$ cat src/rtl/instr_fetch_stage_if.sv
// Fetch-stage bus: program-request, PC, branch/stall control, ROM port and decode output.
interface instr_fetch_stage_if #(
    parameter int A = 10,
    parameter int W = 9
);
    logic         Start;
    logic [A-1:0] ProgCtr;
    logic         Flush;
    logic         Stall;
    logic [W-1:0] Imem_Data;
    logic [A-1:0] Imem_Addr;
    logic         Imem_Rd;
    logic         PcHold;
    logic [W-1:0] Instr;
    logic [A-1:0] InstrPC;
    logic         InstrValid;
    logic         Done;

    // Fetch stage side
    modport slave (
        input  Start, ProgCtr, Flush, Stall, Imem_Data,
        output Imem_Addr, Imem_Rd, PcHold, Instr, InstrPC, InstrValid, Done
    );

    // Environment side (PC, ROM, decode, program control)
    modport master (
        output Start, ProgCtr, Flush, Stall, Imem_Data,
        input  Imem_Addr, Imem_Rd, PcHold, Instr, InstrPC, InstrValid, Done
    );
endinterface

$ cat src/rtl/instr_fetch_stage.sv
// Instruction fetch stage: issues ROM reads from ProgCtr, registers the returned word with
// its PC behind a valid/stall handshake with a one-entry skid buffer, squashes on Flush and
// stops on the HALT opcode.
module instr_fetch_stage #(
    parameter int             A       = 10,
    parameter int             W       = 9,
    parameter logic [W-1:0]   HALT_OP = 9'h1FF
) (
    input  logic                  Clk,
    input  logic                  Reset_n,
    instr_fetch_stage_if.slave    bus
);
    typedef enum logic [1:0] {IDLE, FETCH, HALTED} state_t;

    state_t       state_q, state_d;
    logic         start_q;
    logic         rd_pend_q, rd_pend_d;
    logic [A-1:0] pend_pc_q, pend_pc_d;
    logic         skid_full_q, skid_full_d;
    logic [W-1:0] skid_q, skid_d;
    logic [A-1:0] skid_pc_q, skid_pc_d;
    logic [W-1:0] instr_q, instr_d;
    logic [A-1:0] instr_pc_q, instr_pc_d;
    logic         valid_q, valid_d;
    logic         done_q, done_d;

    logic launch;
    logic imem_rd;
    logic halt_acc;

    // Falling edge of Start launches (or restarts) a program.
    assign launch   = start_q & ~bus.Start;
    // A read is issued only when its word is guaranteed a place (skid empty, no stall).
    assign imem_rd  = (state_q == FETCH) & ~bus.Flush & ~bus.Stall & ~skid_full_q & ~launch;
    assign halt_acc = (state_q == FETCH) & valid_q & ~bus.Stall & (instr_q == HALT_OP);

    assign bus.Imem_Addr  = bus.ProgCtr;
    assign bus.Imem_Rd    = imem_rd;
    assign bus.PcHold     = ~imem_rd;
    assign bus.Instr      = instr_q;
    assign bus.InstrPC    = instr_pc_q;
    assign bus.InstrValid = valid_q;
    assign bus.Done       = done_q;

    // State and pipeline registers.
    always_ff @(posedge Clk or negedge Reset_n) begin
        if (!Reset_n) begin
            state_q     <= IDLE;
            start_q     <= 1'b0;
            rd_pend_q   <= 1'b0;
            pend_pc_q   <= '0;
            skid_full_q <= 1'b0;
            skid_q      <= '0;
            skid_pc_q   <= '0;
            instr_q     <= '0;
            instr_pc_q  <= '0;
            valid_q     <= 1'b0;
            done_q      <= 1'b0;
        end else begin
            state_q     <= state_d;
            start_q     <= bus.Start;
            rd_pend_q   <= rd_pend_d;
            pend_pc_q   <= pend_pc_d;
            skid_full_q <= skid_full_d;
            skid_q      <= skid_d;
            skid_pc_q   <= skid_pc_d;
            instr_q     <= instr_d;
            instr_pc_q  <= instr_pc_d;
            valid_q     <= valid_d;
            done_q      <= done_d;
        end
    end

    // Next state: launch > Flush > HALT accept > normal word movement.
    always_comb begin
        state_d     = state_q;
        rd_pend_d   = imem_rd;
        pend_pc_d   = bus.ProgCtr;
        skid_full_d = skid_full_q;
        skid_d      = skid_q;
        skid_pc_d   = skid_pc_q;
        instr_d     = instr_q;
        instr_pc_d  = instr_pc_q;
        valid_d     = valid_q;
        done_d      = done_q;

        if (launch) begin
            state_d     = FETCH;
            skid_full_d = 1'b0;
            rd_pend_d   = 1'b0;
            valid_d     = 1'b0;
            done_d      = 1'b0;
        end else if (bus.Flush) begin
            valid_d     = 1'b0;
            skid_full_d = 1'b0;
            rd_pend_d   = 1'b0;
        end else if (halt_acc) begin
            state_d     = HALTED;
            done_d      = 1'b1;
            valid_d     = 1'b0;
            skid_full_d = 1'b0;
            rd_pend_d   = 1'b0;
        end else if (rd_pend_q) begin
            if (!valid_q || !bus.Stall) begin
                valid_d = 1'b1;
                if (skid_full_q) begin
                    // Older skid word goes out first; the new word takes its place.
                    instr_d    = skid_q;
                    instr_pc_d = skid_pc_q;
                    skid_d     = bus.Imem_Data;
                    skid_pc_d  = pend_pc_q;
                end else begin
                    instr_d    = bus.Imem_Data;
                    instr_pc_d = pend_pc_q;
                end
            end else begin
                skid_full_d = 1'b1;
                skid_d      = bus.Imem_Data;
                skid_pc_d   = pend_pc_q;
            end
        end else if (!bus.Stall) begin
            valid_d     = skid_full_q;
            skid_full_d = 1'b0;
            if (skid_full_q) begin
                instr_d    = skid_q;
                instr_pc_d = skid_pc_q;
            end
        end
    end
endmodule

$ cat src/flat_wrapper.sv
// flat-port wrapper written by rule: the top's interface ports become plain ports
module instr_fetch_stage_flat 
#(
    parameter int             A       = 10,
    parameter int             W       = 9,
    parameter logic [W-1:0]   HALT_OP = 9'h1FF
)
  (Clk, Reset_n, bus_Start, bus_ProgCtr, bus_Flush, bus_Stall, bus_Imem_Data, bus_Imem_Addr, bus_Imem_Rd, bus_PcHold, bus_Instr, bus_InstrPC, bus_InstrValid, bus_Done);
  instr_fetch_stage_if #(.A(A), .W(W)) bus_i ();
  input  logic Clk;
  input  logic Reset_n;
  input wire logic [$bits(bus_i.Start)-1:0] bus_Start;
  input wire logic [$bits(bus_i.ProgCtr)-1:0] bus_ProgCtr;
  input wire logic [$bits(bus_i.Flush)-1:0] bus_Flush;
  input wire logic [$bits(bus_i.Stall)-1:0] bus_Stall;
  input wire logic [$bits(bus_i.Imem_Data)-1:0] bus_Imem_Data;
  output wire logic [$bits(bus_i.Imem_Addr)-1:0] bus_Imem_Addr;
  output wire logic [$bits(bus_i.Imem_Rd)-1:0] bus_Imem_Rd;
  output wire logic [$bits(bus_i.PcHold)-1:0] bus_PcHold;
  output wire logic [$bits(bus_i.Instr)-1:0] bus_Instr;
  output wire logic [$bits(bus_i.InstrPC)-1:0] bus_InstrPC;
  output wire logic [$bits(bus_i.InstrValid)-1:0] bus_InstrValid;
  output wire logic [$bits(bus_i.Done)-1:0] bus_Done;
  assign bus_i.Start = bus_Start;
  assign bus_i.ProgCtr = bus_ProgCtr;
  assign bus_i.Flush = bus_Flush;
  assign bus_i.Stall = bus_Stall;
  assign bus_i.Imem_Data = bus_Imem_Data;
  assign bus_Imem_Addr = bus_i.Imem_Addr;
  assign bus_Imem_Rd = bus_i.Imem_Rd;
  assign bus_PcHold = bus_i.PcHold;
  assign bus_Instr = bus_i.Instr;
  assign bus_InstrPC = bus_i.InstrPC;
  assign bus_InstrValid = bus_i.InstrValid;
  assign bus_Done = bus_i.Done;
  instr_fetch_stage #(.A(A), .W(W), .HALT_OP(HALT_OP)) u_core (.Clk(Clk), .Reset_n(Reset_n), .bus(bus_i));
endmodule
$ cat config.mk
export PLATFORM = sky130hd
export DESIGN_NAME = instr_fetch_stage_flat
export DESIGN_NICKNAME = d
export VERILOG_FILES = /design/src/rtl/instr_fetch_stage_if.sv /design/src/rtl/instr_fetch_stage.sv /design/src/flat_wrapper.sv
export SDC_FILE = /design/constraint.sdc
export NUM_CORES = 1
export LEC_CHECK = 0
export BUFFER_PORTS_ARGS = -buffer_cell sky130_fd_sc_hd__clkbuf_2
export CAP_MARGIN = 25
export CORE_MARGIN = 4
export CORE_UTILIZATION = 57
export CTS_CLUSTER_DIAMETER = 80
export DETAILED_ROUTE_END_ITERATION = 6
export PLACE_DENSITY_LB_ADDON = 0.12
export SYNTH_ARGS = -nofsm -noshare
export SYNTH_HDL_FRONTEND = slang
export SYNTH_SLANG_ARGS = --single-unit
$ cat constraint.sdc
create_clock -name Clk -period 3.75 [get_ports Clk]
set_input_delay 0.375 -clock Clk [delete_from_list [all_inputs] [get_ports Clk]]
set_output_delay 0.375 -clock Clk [all_outputs]
set_load 0.005 [all_outputs]
==> run summary, run 1 <==
• **residual overflow from global routing** 0
• **maximum clock frequency** 419.6 MHz
• **fill cell total of the finished layout** 316
• **initial standard-cell utilization of the core** 58.62%
• **quantity of hold-fixing buffers added after cts** 0
• **Synth Net Count** 177
• **setup TNS** 0 ns
• **io pins** 57
• **area growth from synthesis to final layout** 14.25%
• **Synth Warn #** 0
• **Critical Path Sink Type** flop
• **cells on worst reg2reg path** 4
• **die height** 72.14 um
• **class of the most critical setup path** reg2reg
• **# Max-Cap Violations** 0
• **post-detailed-route via-to-cell ratio** 5.356
• **worst min path class** in2async
• **share of cells above drive strength 1** 61.58%
• **placed wire-length estimate after detailed placement** 3.007 mm
• **antenna viol nets, final** 0
• **aggregate global-route resource usage** 18.20%
• **maximum number of pins on one net before global-route repair** 55
• **count of distinct cell types in the synthesized netlist** 21
• **post-layout min period** 2.383 ns
• **total CTS buffers** 5
• **most common library cell in the layout ignoring fill and taps** sky130_fd_sc_hd__clkbuf_2
• **Detailed Route WL** 4.201 mm
• **share of the synthesized area in the top cell type** 57.63%
• **post-cts gate resize count** 0
• **CP Launch Type** flop
• **Pleak** 1.439 nW
• **antenna fix cells** 0
• **overall die width** 72.14 um
• **sequential-to-total area share from yosys stat** 57.63%
• **CTS tree** done
• **unrepaired setup endpoints after global routing** no
• **starting DRC count in detailed routing** 65
• **worst-path fanout max** 19
• **worst path cell trace** or3b_1 > or4_1 > nand4_4 > mux2_2
• **wire length of the first global-routing pass** 7.065 mm
• **clock network latency to the later pin of the worst-skew pair** 0.32 ns
• **H-tree levels** 2
• **overall die area** 0.005203 mm2
• **post-CTS setup repair buffer count** 0
• **worst clock skew** 0.008240 ns
• **Port Buffers** 56
• **worst path required time** 3.95 ns
• **cell at the root of the clock tree** sky130_fd_sc_hd__clkbuf_8
• **WL per Instance** 16.60 um
• **Worst-path clk slew** 0.09 ns
• **Mapped Cells** 153
• **tightest slew margin relative to the limit** 36.22%
• **Finished Core Util** 66.97%
• **Least-Margin Pin Slew** 0.9568 ns
• **status** complete, no violations
• **detailed-route DRC error count** 0
• **most used cells in the layout excluding fill and tap cells** sky130_fd_sc_hd__clkbuf_2 (56), sky130_fd_sc_hd__dfrtp_1 (54), sky130_fd_sc_hd__mux2_2 (47)
• **crit path max-delay cell type** sky130_fd_sc_hd__or4_1
• **Placeable Area** 0.004000 mm2
• **number of search-and-repair iterations in the first detailed-routing pass** 4
• **total number of vias** 1355
• **hold violation count in the final report** 0
• **gpl congestion** 0.8989
• **cell area after synthesis** 0.002345 mm2
• **number of placement rows** 23
• **synth top area cells** sky130_fd_sc_hd__dfrtp_1 (58%), sky130_fd_sc_hd__mux2_2 (23%), sky130_fd_sc_hd__mux2_4 (6.4%)
• **number of storage elements in the synthesis netlist** 54
• **via count of the first global-routing pass** 1458
• **count of nets after finishing** 226
• **Power Dens Cells** 457.4 mW/mm2
• **FF-to-FF Start** u_core.bus.Done$_DFFE_PN0P_
• **dominant cell type by area after synthesis** sky130_fd_sc_hd__dfrtp_1
• **Max IR drop VDD** 379.2 uV
• **arrival time of data at the critical path endpoint** 2.59 ns
• **slack of the worst reg-to-reg path** 1.37 ns
• **average size of a mapped cell** 15.33 um2
• **share of the cycle needed by the critical path after routing** 63.55%
• **final number of max-transition violations** 0
• **endpoint of the most critical register-to-register path** u_core.skid_q[5]$_DFFE_PN0P_
• **antenna violations before repair** 0
• **number of setup violations in the final report** 0
• **total number of clock tree sinks** 54
• **maximum root-to-sink buffer count** 2
• **Crit path largest cell delay** 0.69 ns
[where the power goes]
group,internal [mW],leakage [nW],switching [mW]
sequential,0.634,0.711,0.0321
combinational,0.0929,0.672,0.0659
clock,0.203,0.0563,0.197
[layout make-up]
| type | count | area, um2 | share of cell area, % |
|---|---|---|---|
| multi-input cells | 82 | 852.1 | 31.81 |
| repair buffers | 57 | 287.8 | 10.74 |
| clock buffers | 5 | 68.82 | 2.569 |
| well taps | 50 | 62.56 | 2.335 |
| inverters | 2 | 7.507 | 0.2802 |
| clock inverters | 3 | 48.80 | 1.822 |
| flip-flops and latches | 54 | 1351 | 50.44 |
[synth_stat cells]
library cell,number
sky130_fd_sc_hd__o21ai_0,1
sky130_fd_sc_hd__clkbuf_1,2
sky130_fd_sc_hd__o21a_1,1
sky130_fd_sc_hd__buf_12,2
sky130_fd_sc_hd__a21oi_1,3
sky130_fd_sc_hd__nor2_1,1
sky130_fd_sc_hd__nand4_1,2
sky130_fd_sc_hd__nand4_4,2
sky130_fd_sc_hd__buf_4,10
sky130_fd_sc_hd__buf_6,1
sky130_fd_sc_hd__dfrtp_1,54
sky130_fd_sc_hd__or4_1,1
sky130_fd_sc_hd__or3b_1,1
sky130_fd_sc_hd__mux2_4,10
sky130_fd_sc_hd__nand2_1,6
sky130_fd_sc_hd__nor2b_1,2
sky130_fd_sc_hd__mux2_2,47
sky130_fd_sc_hd__or3b_2,1
sky130_fd_sc_hd__inv_1,2
sky130_fd_sc_hd__nand2b_1,3
sky130_fd_sc_hd__a21o_1,1
[through the flow]
step	total power, mW	hold slack [ns]	cell area (um2)	setup slack [ns]	cells
2_1_floorplan	0.7617	0.07941	2345	1.581	153
3_3_place_gp	0.8287	0.4785	2561	1.345	245
3_5_place_dp	0.8400	0.4895	2561	1.293	245
4_1_cts	1.243	0.1573	2679	1.355	253
5_1_grt	1.292	0.1512	2679	1.289	253
6_report	1.225	0.1685	2679	1.367	253
[flip-flops by register name, indices dropped and copies added (netlist names)]
signal and count:
u_core.pend_pc_q 10, u_core.skid_q 9, u_core.rd_pend_q 1, u_core.bus.InstrValid 1, u_core.bus.Done 1, u_core.bus.Instr 9, u_core.state_q 1, u_core.skid_full_q 1
u_core.skid_pc_q 10, u_core.bus.InstrPC 10, u_core.start_q 1
[worst max path at each step]
stage	endpoint	slack, ns	start
after floorplan	u_core.skid_pc_q[0]$_DFFE_PN0P_	1.58	u_core.bus.Done$_DFFE_PN0P_
after global placement	u_core.skid_q[5]$_DFFE_PN0P_	1.35	bus_Stall
after detailed placement	u_core.skid_pc_q[9]$_DFFE_PN0P_	1.29	bus_Stall
after CTS	u_core.skid_q[5]$_DFFE_PN0P_	1.36	u_core.bus.Done$_DFFE_PN0P_
after global routing	u_core.skid_q[5]$_DFFE_PN0P_	1.29	u_core.bus.Done$_DFFE_PN0P_
final	u_core.skid_q[5]$_DFFE_PN0P_	1.37	u_core.bus.Done$_DFFE_PN0P_
[per-layer routing]
metal  GRT usage [%]  up-vias  wire (um)
met5               0        -          0
met4           7.724        0         97
met3           6.510        9        287
met2           29.73       46       2116
met1           21.78      676       1700
li1                -      624          -
[logic make-up (layout without fill, tap and decap cells)]
family                 Yosys count  in the layout  share of synthesized area [%]
flip-flops                      54             54                          57.63
AO/OA/AOI/OAI                    6              6                          1.494
AND/OR/NAND/NOR                 19             19                          5.870
multiplexers                    57             57                          28.98
buffers and inverters           17             67                          6.030
[critical path, delay by kind of cell, from the launching register on]
family           cells  cell delay, ns
and+or+nand+nor      3            1.49
DFF                  1            0.41
muxes                1            0.38
(Power assumes the default switching activity.)
==> inputs of run 2 (changes only) <==
--- a/config.mk
+++ b/config.mk
@@ -5,10 +5,11 @@
 export SDC_FILE = /design/constraint.sdc
 export NUM_CORES = 1
 export LEC_CHECK = 0
+export ABC_AREA = 1
 export BUFFER_PORTS_ARGS = -buffer_cell sky130_fd_sc_hd__clkbuf_2
 export CAP_MARGIN = 25
 export CORE_MARGIN = 4
-export CORE_UTILIZATION = 57
+export CORE_UTILIZATION = 54
 export CTS_CLUSTER_DIAMETER = 80
 export DETAILED_ROUTE_END_ITERATION = 6
 export PLACE_DENSITY_LB_ADDON = 0.12
==> constraint.sdc (replaced) <==
create_clock -name Clk -period 2.5 [get_ports Clk]
set_input_delay 0.25 -clock Clk [delete_from_list [all_inputs] [get_ports Clk]]
set_output_delay 0.25 -clock Clk [all_outputs]
set_load 0.005 [all_outputs]
==> run summary, run 2 <==
• **cell area after synthesis** 0.002597 mm2, +11%
• **Hold Path End** u_core.pend_pc_q[1]$_DFF_PN0_
• **starting DRC count in detailed routing** 91, +40%
• **final number of max-transition violations** 0, unchanged
• **initial standard-cell utilization of the core** 57.67%, -0.95 points
• **crit path max-delay cell type** sky130_fd_sc_hd__dfrtp_1
• **area growth from synthesis to final layout** 10.55%
• **tightest slew margin relative to the limit** 46.65%, +10 points
• **number of search-and-repair iterations in the first detailed-routing pass** 4, unchanged
• **worst min path class** in2reg
• **detailed-route DRC error count** 0, unchanged
• **top flip-flop cell by instance count after synthesis** sky130_fd_sc_hd__dfrtp_1
• **cell at the root of the clock tree** sky130_fd_sc_hd__clkbuf_8
• **class of the most critical setup path** reg2reg
• **FF-to-FF Start** u_core.bus.InstrValid$_DFFE_PN0P_
• **clock network latency to the later pin of the worst-skew pair** 0.31 ns, about the same
• **total number of vias** 1969, +45%
• **number of enable-type register cells in the synthesized netlist** 0, unchanged
• **Least-Margin Pin Slew** 0.7984 ns, -0.1584 ns
• **overall die width** 77.36 um, +7.2%
• **Detailed Route WL** 5.197 mm, +24%
• **aggregate global-route resource usage** 18.66%, +0.46 points
• **Power Dens Cells** 559.9 mW/mm2, +22%
• **via count of the first global-routing pass** 1859, +28%
• **pre-CTS setup slack** 0.2292 ns, -1.063 ns
• **CTS tree** done
• **Port Buffers** 56, unchanged
• **number of storage elements in the synthesis netlist** 54, unchanged
• **fill cell total of the finished layout** 396, +25%
• **count of distinct cell types in the synthesized netlist** 26, +24%
• **maximum root-to-sink buffer count** 2, unchanged
• **number of setup violations in the final report** 0, unchanged
• **overall die area** 0.005984 mm2, +15%
• **Mapped Cells** 291, +90%
• **CP Launch Type** flop
• **share of the synthesized area in the top cell type** 52.02%, -5.6 points
• **Post-synth top cells** sky130_fd_sc_hd__nand2_1 (83), sky130_fd_sc_hd__dfrtp_1 (54), sky130_fd_sc_hd__inv_1 (30)
• **worst setup slack after layout** 0.5615 ns, -0.8054 ns
• **antenna fix cells** 0, unchanged
• **wire length of the first global-routing pass** 8.949 mm, +27%
• **Synth Warn #** 0, unchanged
• **cells on worst reg2reg path** 8, +4
• **maximum number of pins on one net before global-route repair** 39, -29%
• **Hold Crit Start** bus_ProgCtr[1]
• **most used cells in the layout excluding fill and tap cells** sky130_fd_sc_hd__nand2_1 (83), sky130_fd_sc_hd__clkbuf_2 (56), sky130_fd_sc_hd__dfrtp_1 (54)
• **total number of clock tree sinks** 54, unchanged
• **# Max-Cap Violations** 0, unchanged
• **placed wire-length estimate after detailed placement** 3.700 mm, +23%
• **Placeable Area** 0.004504 mm2, +13%
• **status** complete, no violations
• **setup TNS** 0 ns, unchanged
• **Crit path largest cell delay** 0.45 ns, -0.24 ns
• **die height** 77.36 um, +7.2%
• **antenna violations before repair** 0, unchanged
• **io pins** 57, unchanged
• **Post-synth ARST share** 100.0%, unchanged
• **unrepaired setup endpoints after global routing** no
• **WL per Instance** 13.39 um, -19%
• **residual overflow from global routing** 0, unchanged
• **Critical Path Sink Type** flop
• **worst path cell trace** inv_1 > nor2_1 > nand3b_1 > nor2_1 > nor2_4 > nand3_2 > nand2_1 > nand2_1
• **worst clock skew** 0.006480 ns, -0.001761 ns
• **count of nets after finishing** 359, +59%
• **slack of the worst reg-to-reg path** 0.56 ns, -0.81 ns
• **maximum clock frequency** 515.9 MHz, +23%
• **gpl congestion** 0.8011, -11%
• **number of placement rows** 24, +4.3%
• **Max IR drop VDD** 476.3 uV, +26%
• **top-count cell post-synth** sky130_fd_sc_hd__nand2_1
• **endpoint of the most critical register-to-register path** u_core.bus.Instr[6]$_DFFE_PN0P_
• **sequential-to-total area share from yosys stat** 52.02%, -5.6 points
• **footprint of the flip-flops and latches** 0.001351 mm2, unchanged
• **Synth Net Count** 315, +78%
• **post-layout min period** 1.939 ns, -0.4446 ns
• **synth top area cells** sky130_fd_sc_hd__dfrtp_1 (52%), sky130_fd_sc_hd__nand2_1 (12%), sky130_fd_sc_hd__o21ai_0 (5.2%)
• **worst path required time** 2.70 ns, -1.25 ns
• **dominant cell type by area after synthesis** sky130_fd_sc_hd__dfrtp_1
• **post-detailed-route via-to-cell ratio** 5.075, -5.2%
• **antenna viol nets, final** 0, unchanged
• **arrival time of data at the critical path endpoint** 2.14 ns, -0.45 ns
• **share of cells above drive strength 1** 30.36%, -31 points
• **share of the cycle needed by the critical path after routing** 77.54%, +14 points
• **total CTS buffers** 5, unchanged
• **Pleak** 1.533 nW, +6.5%
• **cell depth of the worst min-delay path** 1
• **H-tree levels** 2, unchanged
• **hold violation count in the final report** 0, unchanged
• **most common library cell in the layout ignoring fill and taps** sky130_fd_sc_hd__nand2_1
• **Worst-path clk slew** 0.10 ns, about the same
• **area of the multi-input gates** 908.4 um2, +6.6%
• **average size of a mapped cell** 8.926 um2, -42%
• **worst-path fanout max** 22, +3
-- run 2: cell types whose count changed in the layout (fill, tap and decap cells not counted), sizes merged, moves of 2 or more --
cell / change
nand2b: -3
nor2b: -2
buf: +5
o21ai: +38
mux2: -57
nor3: +2
or3b: -2
inv: +28
nor2: +10
nand2: +88
nand3: +7
nand4: +18
-- run 2: worst max path at each step --
| stage | slack (ns) | start | to | cells after the start |
|---|---|---|---|---|
| after global routing | 0.37 | u_core.bus.InstrValid$_DFFE_PN0P_ | u_core.bus.Instr[5]$_DFFE_PN0P_ | 8 |
| after floorplan | 1.28 | u_core.bus.Done$_DFFE_PN0P_ | u_core.skid_pc_q[8]$_DFFE_PN0P_ | 8 |
| final | 0.56 | u_core.bus.InstrValid$_DFFE_PN0P_ | u_core.bus.Instr[6]$_DFFE_PN0P_ | 8 |
| after global placement | 0.30 | u_core.bus.InstrValid$_DFFE_PN0P_ | u_core.bus.Instr[3]$_DFFE_PN0P_ | 8 |
| after CTS | 0.21 | u_core.bus.InstrValid$_DFFE_PN0P_ | u_core.bus.Instr[8]$_DFFE_PN0P_ | 8 |
| after detailed placement | 0.23 | u_core.bus.InstrValid$_DFFE_PN0P_ | u_core.bus.Instr[8]$_DFFE_PN0P_ | 8 |
-- run 2: timing repair --
item                                   CTS  global route
hold buffers                             1             0
setup endpoints to repair                0             2
resized for setup                        0             1
endpoints found under the hold margin   20             0
setup buffers                            0             0
-- run 2: power by group --
| group | internal, mW | total, mW | switching [mW] | leakage, nW |
|---|---|---|---|---|
| registers | 0.908 | 0.935 | 0.0277 | 0.716 |
| clock network | 0.223 | 0.513 | 0.290 | 0.0472 |
| logic | 0.0610 | 0.160 | 0.0986 | 0.770 |
| total | 1.19 | 1.61 | 0.416 | 1.53 |
-- run 2: layout make-up --
class                      count  share of cell area, %
sequential                    54                  47.06
multi-input combinational    180                  31.63
timing repair buffer          63                  11.68
inverter                      31                  4.052
clock buffer                   6                  2.876
tap                           52                  2.266
clock inverter                 2                 0.4357
-- run 2: critical path: cells and delay by family (launching register included) --
kind | cells | cell delay [ns]
DFF | 1 | 0.45
and+or+nand+nor | 7 | 1.30
buffers and inverters | 1 | 0.08
-- run 2: cell families after synthesis --
kind of cell,Yosys count,share of synthesized area [%]
compound gates,42,9.971
flops,54,52.02
buf+inv,57,13.20
simple gates,138,24.81
-- run 2: through the flow --
step | instance area (um2) | std cells | power [mW] | util [%] | hold slack, ns
5_1_grt | 2872 | 388 | 1.694 | 63.75 | 0.03695
6_report | 2872 | 388 | 1.608 | 63.75 | 0.04818
3_3_place_gp | 2761 | 379 | 1.109 | 61.31 | 0.2560
4_1_cts | 2867 | 388 | 1.626 | 63.64 | 0.03987
3_5_place_dp | 2761 | 379 | 1.112 | 61.31 | 0.2653
2_1_floorplan | 2597 | 291 | 1.037 | - | -0.04559
-- run 2: metal layers --
metal  track usage [%]  wire, um  vias to the layer above
met5                 0         0                        -
met4             6.406        67                        0
met3             4.282       290                        6
met2             29.79      2434                       57
met1             25.25      2404                      897
li1                  -         -                     1009
==> inputs of run 3 (changes only) <==
--- a/config.mk
+++ b/config.mk
@@ -9,7 +9,7 @@
 export BUFFER_PORTS_ARGS = -buffer_cell sky130_fd_sc_hd__clkbuf_2
 export CAP_MARGIN = 25
 export CORE_MARGIN = 4
-export CORE_UTILIZATION = 54
+export CORE_UTILIZATION = 49
 export CTS_CLUSTER_DIAMETER = 80
 export DETAILED_ROUTE_END_ITERATION = 6
 export PLACE_DENSITY_LB_ADDON = 0.12
==> constraint.sdc (replaced) <==
create_clock -name Clk -period 1.6 [get_ports Clk]
set_input_delay 0.16 -clock Clk [delete_from_list [all_inputs] [get_ports Clk]]
set_output_delay 0.16 -clock Clk [all_outputs]
set_load 0.005 [all_outputs]
==> run summary, run 3 (synthesized netlist as in run 2, its figures left out) <==
• **cell at the root of the clock tree** sky130_fd_sc_hd__clkbuf_8
• **total CTS buffers** 5, unchanged
• **antenna fix cells** 0, unchanged
• **residual overflow from global routing** 0, unchanged
• **setup TNS** 0 ns, unchanged
• **hold violation count in the final report** 0, unchanged
• **Max IR drop VDD** 560.8 uV, +18%
• **worst min path class** in2reg
• **worst-path fanout max** 6, -73%
• **share of cells above drive strength 1** 29.97%, -0.39 points
• **overall die area** 0.006529 mm2, +9.1%
• **Hold Path End** u_core.skid_q[7]$_DFFE_PN0P_
• **library cell appearing most often on the critical path** sky130_fd_sc_hd__inv_1
• **overall die width** 80.81 um, +4.5%
• **die height** 80.81 um, +4.5%
• **total number of clock tree sinks** 54, unchanged
• **worst path required time** 1.44 ns, -1.26 ns
• **area growth from synthesis to final layout** 18.83%
• **share of the cycle needed by the critical path after routing** 91.08%
• **total number of vias** 1994, +1.3%
• **class of the most critical setup path** reg2out
• **most common library cell in the layout ignoring fill and taps** sky130_fd_sc_hd__nand2_1
• **post-layout min period** 1.457 ns
• **cell depth of the worst min-delay path** 3, +2
• **Placeable Area** 0.005107 mm2, +13%
• **worst setup slack after layout** 0.1428 ns, -0.4187 ns
• **CP Launch Type** flop
• **post-detailed-route via-to-cell ratio** 4.782, -5.8%
• **Least-Margin Pin Slew** 0.3275 ns, -0.4709 ns
• **count of nets after finishing** 370, +3.1%
• **via count of the first global-routing pass** 1900, +2.2%
• **Worst-path clk slew** 0.10 ns, about the same
• **maximum clock frequency** 686.2 MHz
• **maximum root-to-sink buffer count** 2, unchanged
• **tightest slew margin relative to the limit** 78.17%, +32 points
• **Power Dens Cells** 919.6 mW/mm2, +64%
• **pre-CTS setup slack** 0.1129 ns, -0.1164 ns
• **FF-to-FF Start** u_core.bus.InstrValid$_DFFE_PN0P_
• **antenna violations before repair** 0, unchanged
• **Detailed Route WL** 5.300 mm, +2.0%
• **Hold Crit Start** bus_Imem_Data[7]
• **unrepaired setup endpoints after global routing** no
• **number of placement rows** 26, +8.3%
• **# Max-Cap Violations** 0, unchanged
• **endpoint of the most critical register-to-register path** u_core.bus.InstrPC[8]$_DFFE_PN0P_
• **post-layout instance area** 0.003087 mm2, +7.5%
• **io pins** 57, unchanged
• **WL per Instance** 12.71 um, -5.1%
• **Critical Path Sink Type** output port
• **clock network latency to the later pin of the worst-skew pair** 0.31 ns, about the same
• **aggregate global-route resource usage** 17.90%, -0.76 points
• **antenna viol nets, final** 0, unchanged
• **gpl congestion** 0.7742, -3.4%
• **Crit path largest cell delay** 0.33 ns, -0.12 ns
• **post-layout power** 2.838 mW, +77%
• **slack of the worst reg-to-reg path** 0.16 ns, -0.40 ns
• **worst hold slack across all endpoints** 0.09095 ns, +0.04277 ns
• **standard cell area after detailed placement** 0.002809 mm2, +1.7%
• **Pleak** 1.614 nW, +5.3%
• **CTS tree** done
• **worst clock skew** 0.01067 ns, +0.004191 ns
• **fill cell total of the finished layout** 467, +18%
• **status** complete, no violations
• **detailed-route DRC error count** 0, unchanged
• **most used cells in the layout excluding fill and tap cells** sky130_fd_sc_hd__nand2_1 (83), sky130_fd_sc_hd__clkbuf_2 (56), sky130_fd_sc_hd__dfrtp_1 (54)
• **worst path cell trace** inv_1 > nor2_4 > inv_2 > and3_1 > inv_1 > clkbuf_2
• **final number of max-transition violations** 0, unchanged
• **crit path max-delay cell type** sky130_fd_sc_hd__dfrtp_1
• **cells on worst reg2reg path** 8, unchanged
• **maximum number of pins on one net before global-route repair** 55, +41%
• **number of search-and-repair iterations in the first detailed-routing pass** 4, unchanged
• **H-tree levels** 2, unchanged
• **arrival time of data at the critical path endpoint** 1.30 ns, -0.84 ns
• **number of setup violations in the final report** 0, unchanged
• **placed wire-length estimate after detailed placement** 3.611 mm, -2.4%
• **initial standard-cell utilization of the core** 50.86%, -6.8 points
• **Port Buffers** 56, unchanged
• **starting DRC count in detailed routing** 118, +30%
• **wire length of the first global-routing pass** 9.045 mm, +1.1%
[run 3: cell types whose count changed in the layout (fill, tap and decap cells not counted), moves of 2 or more]
cell	before	now
sky130_fd_sc_hd__dlygate4sd3_1	1	12
sky130_fd_sc_hd__buf_12	0	2
sky130_fd_sc_hd__buf_4	6	4
sky130_fd_sc_hd__bufinv_16	0	2
[run 3: routing by layer]
layer	share of wire, %	track usage, %	up-vias
li1	-	-	1033
met1	48	25.47	915
met2	46	27.59	40
met3	5.0	3.991	6
met4	1.2	5.068	0
met5	0	0	-
[run 3: report_power, final]
| group | internal [mW] | switching [mW] |
|---|---|---|
| registers | 1.42 | 0.0442 |
| clock network | 0.667 | 0.432 |
| logic | 0.117 | 0.161 |
| total | 2.20 | 0.637 |
[run 3: layout make-up]
| cell class | instances | area, um2 | area share (%) |
|---|---|---|---|
| sequential | 54 | 1351 | 43.78 |
| inverter | 31 | 116.4 | 3.770 |
| timing repair buffer | 74 | 470.5 | 15.24 |
| tap | 70 | 87.58 | 2.837 |
| clock buffer | 6 | 82.58 | 2.675 |
| multi-input combinational | 180 | 918.4 | 29.75 |
| clock inverter | 2 | 60.06 | 1.946 |
[run 3: worst max path at each step]
stage / start / to / slack, ns
2_1_floorplan: u_core.bus.Done$_DFFE_PN0P_ / u_core.skid_pc_q[8]$_DFFE_PN0P_ / 0.38
3_3_place_gp: u_core.bus.InstrValid$_DFFE_PN0P_ / u_core.bus.Instr[0]$_DFFE_PN0P_ / 0.14
3_5_place_dp: u_core.bus.InstrValid$_DFFE_PN0P_ / u_core.bus.InstrPC[3]$_DFFE_PN0P_ / 0.11
4_1_cts: u_core.start_q$_DFF_PN0_ / bus_PcHold / 0.01
5_1_grt: u_core.state_q[0]$_DFFE_PN0P_ / u_core.bus.InstrPC[8]$_DFFE_PN0P_ / 0.001
6_report: u_core.start_q$_DFF_PN0_ / bus_PcHold / 0.14
[run 3: repair_timing]
item	4_1_cts	5_1_grt
hold buffers	12	0
resized for setup	0	4
setup buffers	0	0
hold endpoints to repair	65	0
endpoints found under the setup margin	0	21
[run 3: through the flow]
stage               utilization (%)  cells
global placement              55.00    397
CTS                           60.14    417
finish                        60.44    417
detailed placement            55.00    397
floorplan                         -    291
global route                  60.44    417
[run 3: worst max-delay path: cells and delay by family, from the launching register on]
kind                   cells  cell delay (ns)
buffers and inverters      4             0.33
and+or+nand+nor            2             0.33
DFF                        1             0.33
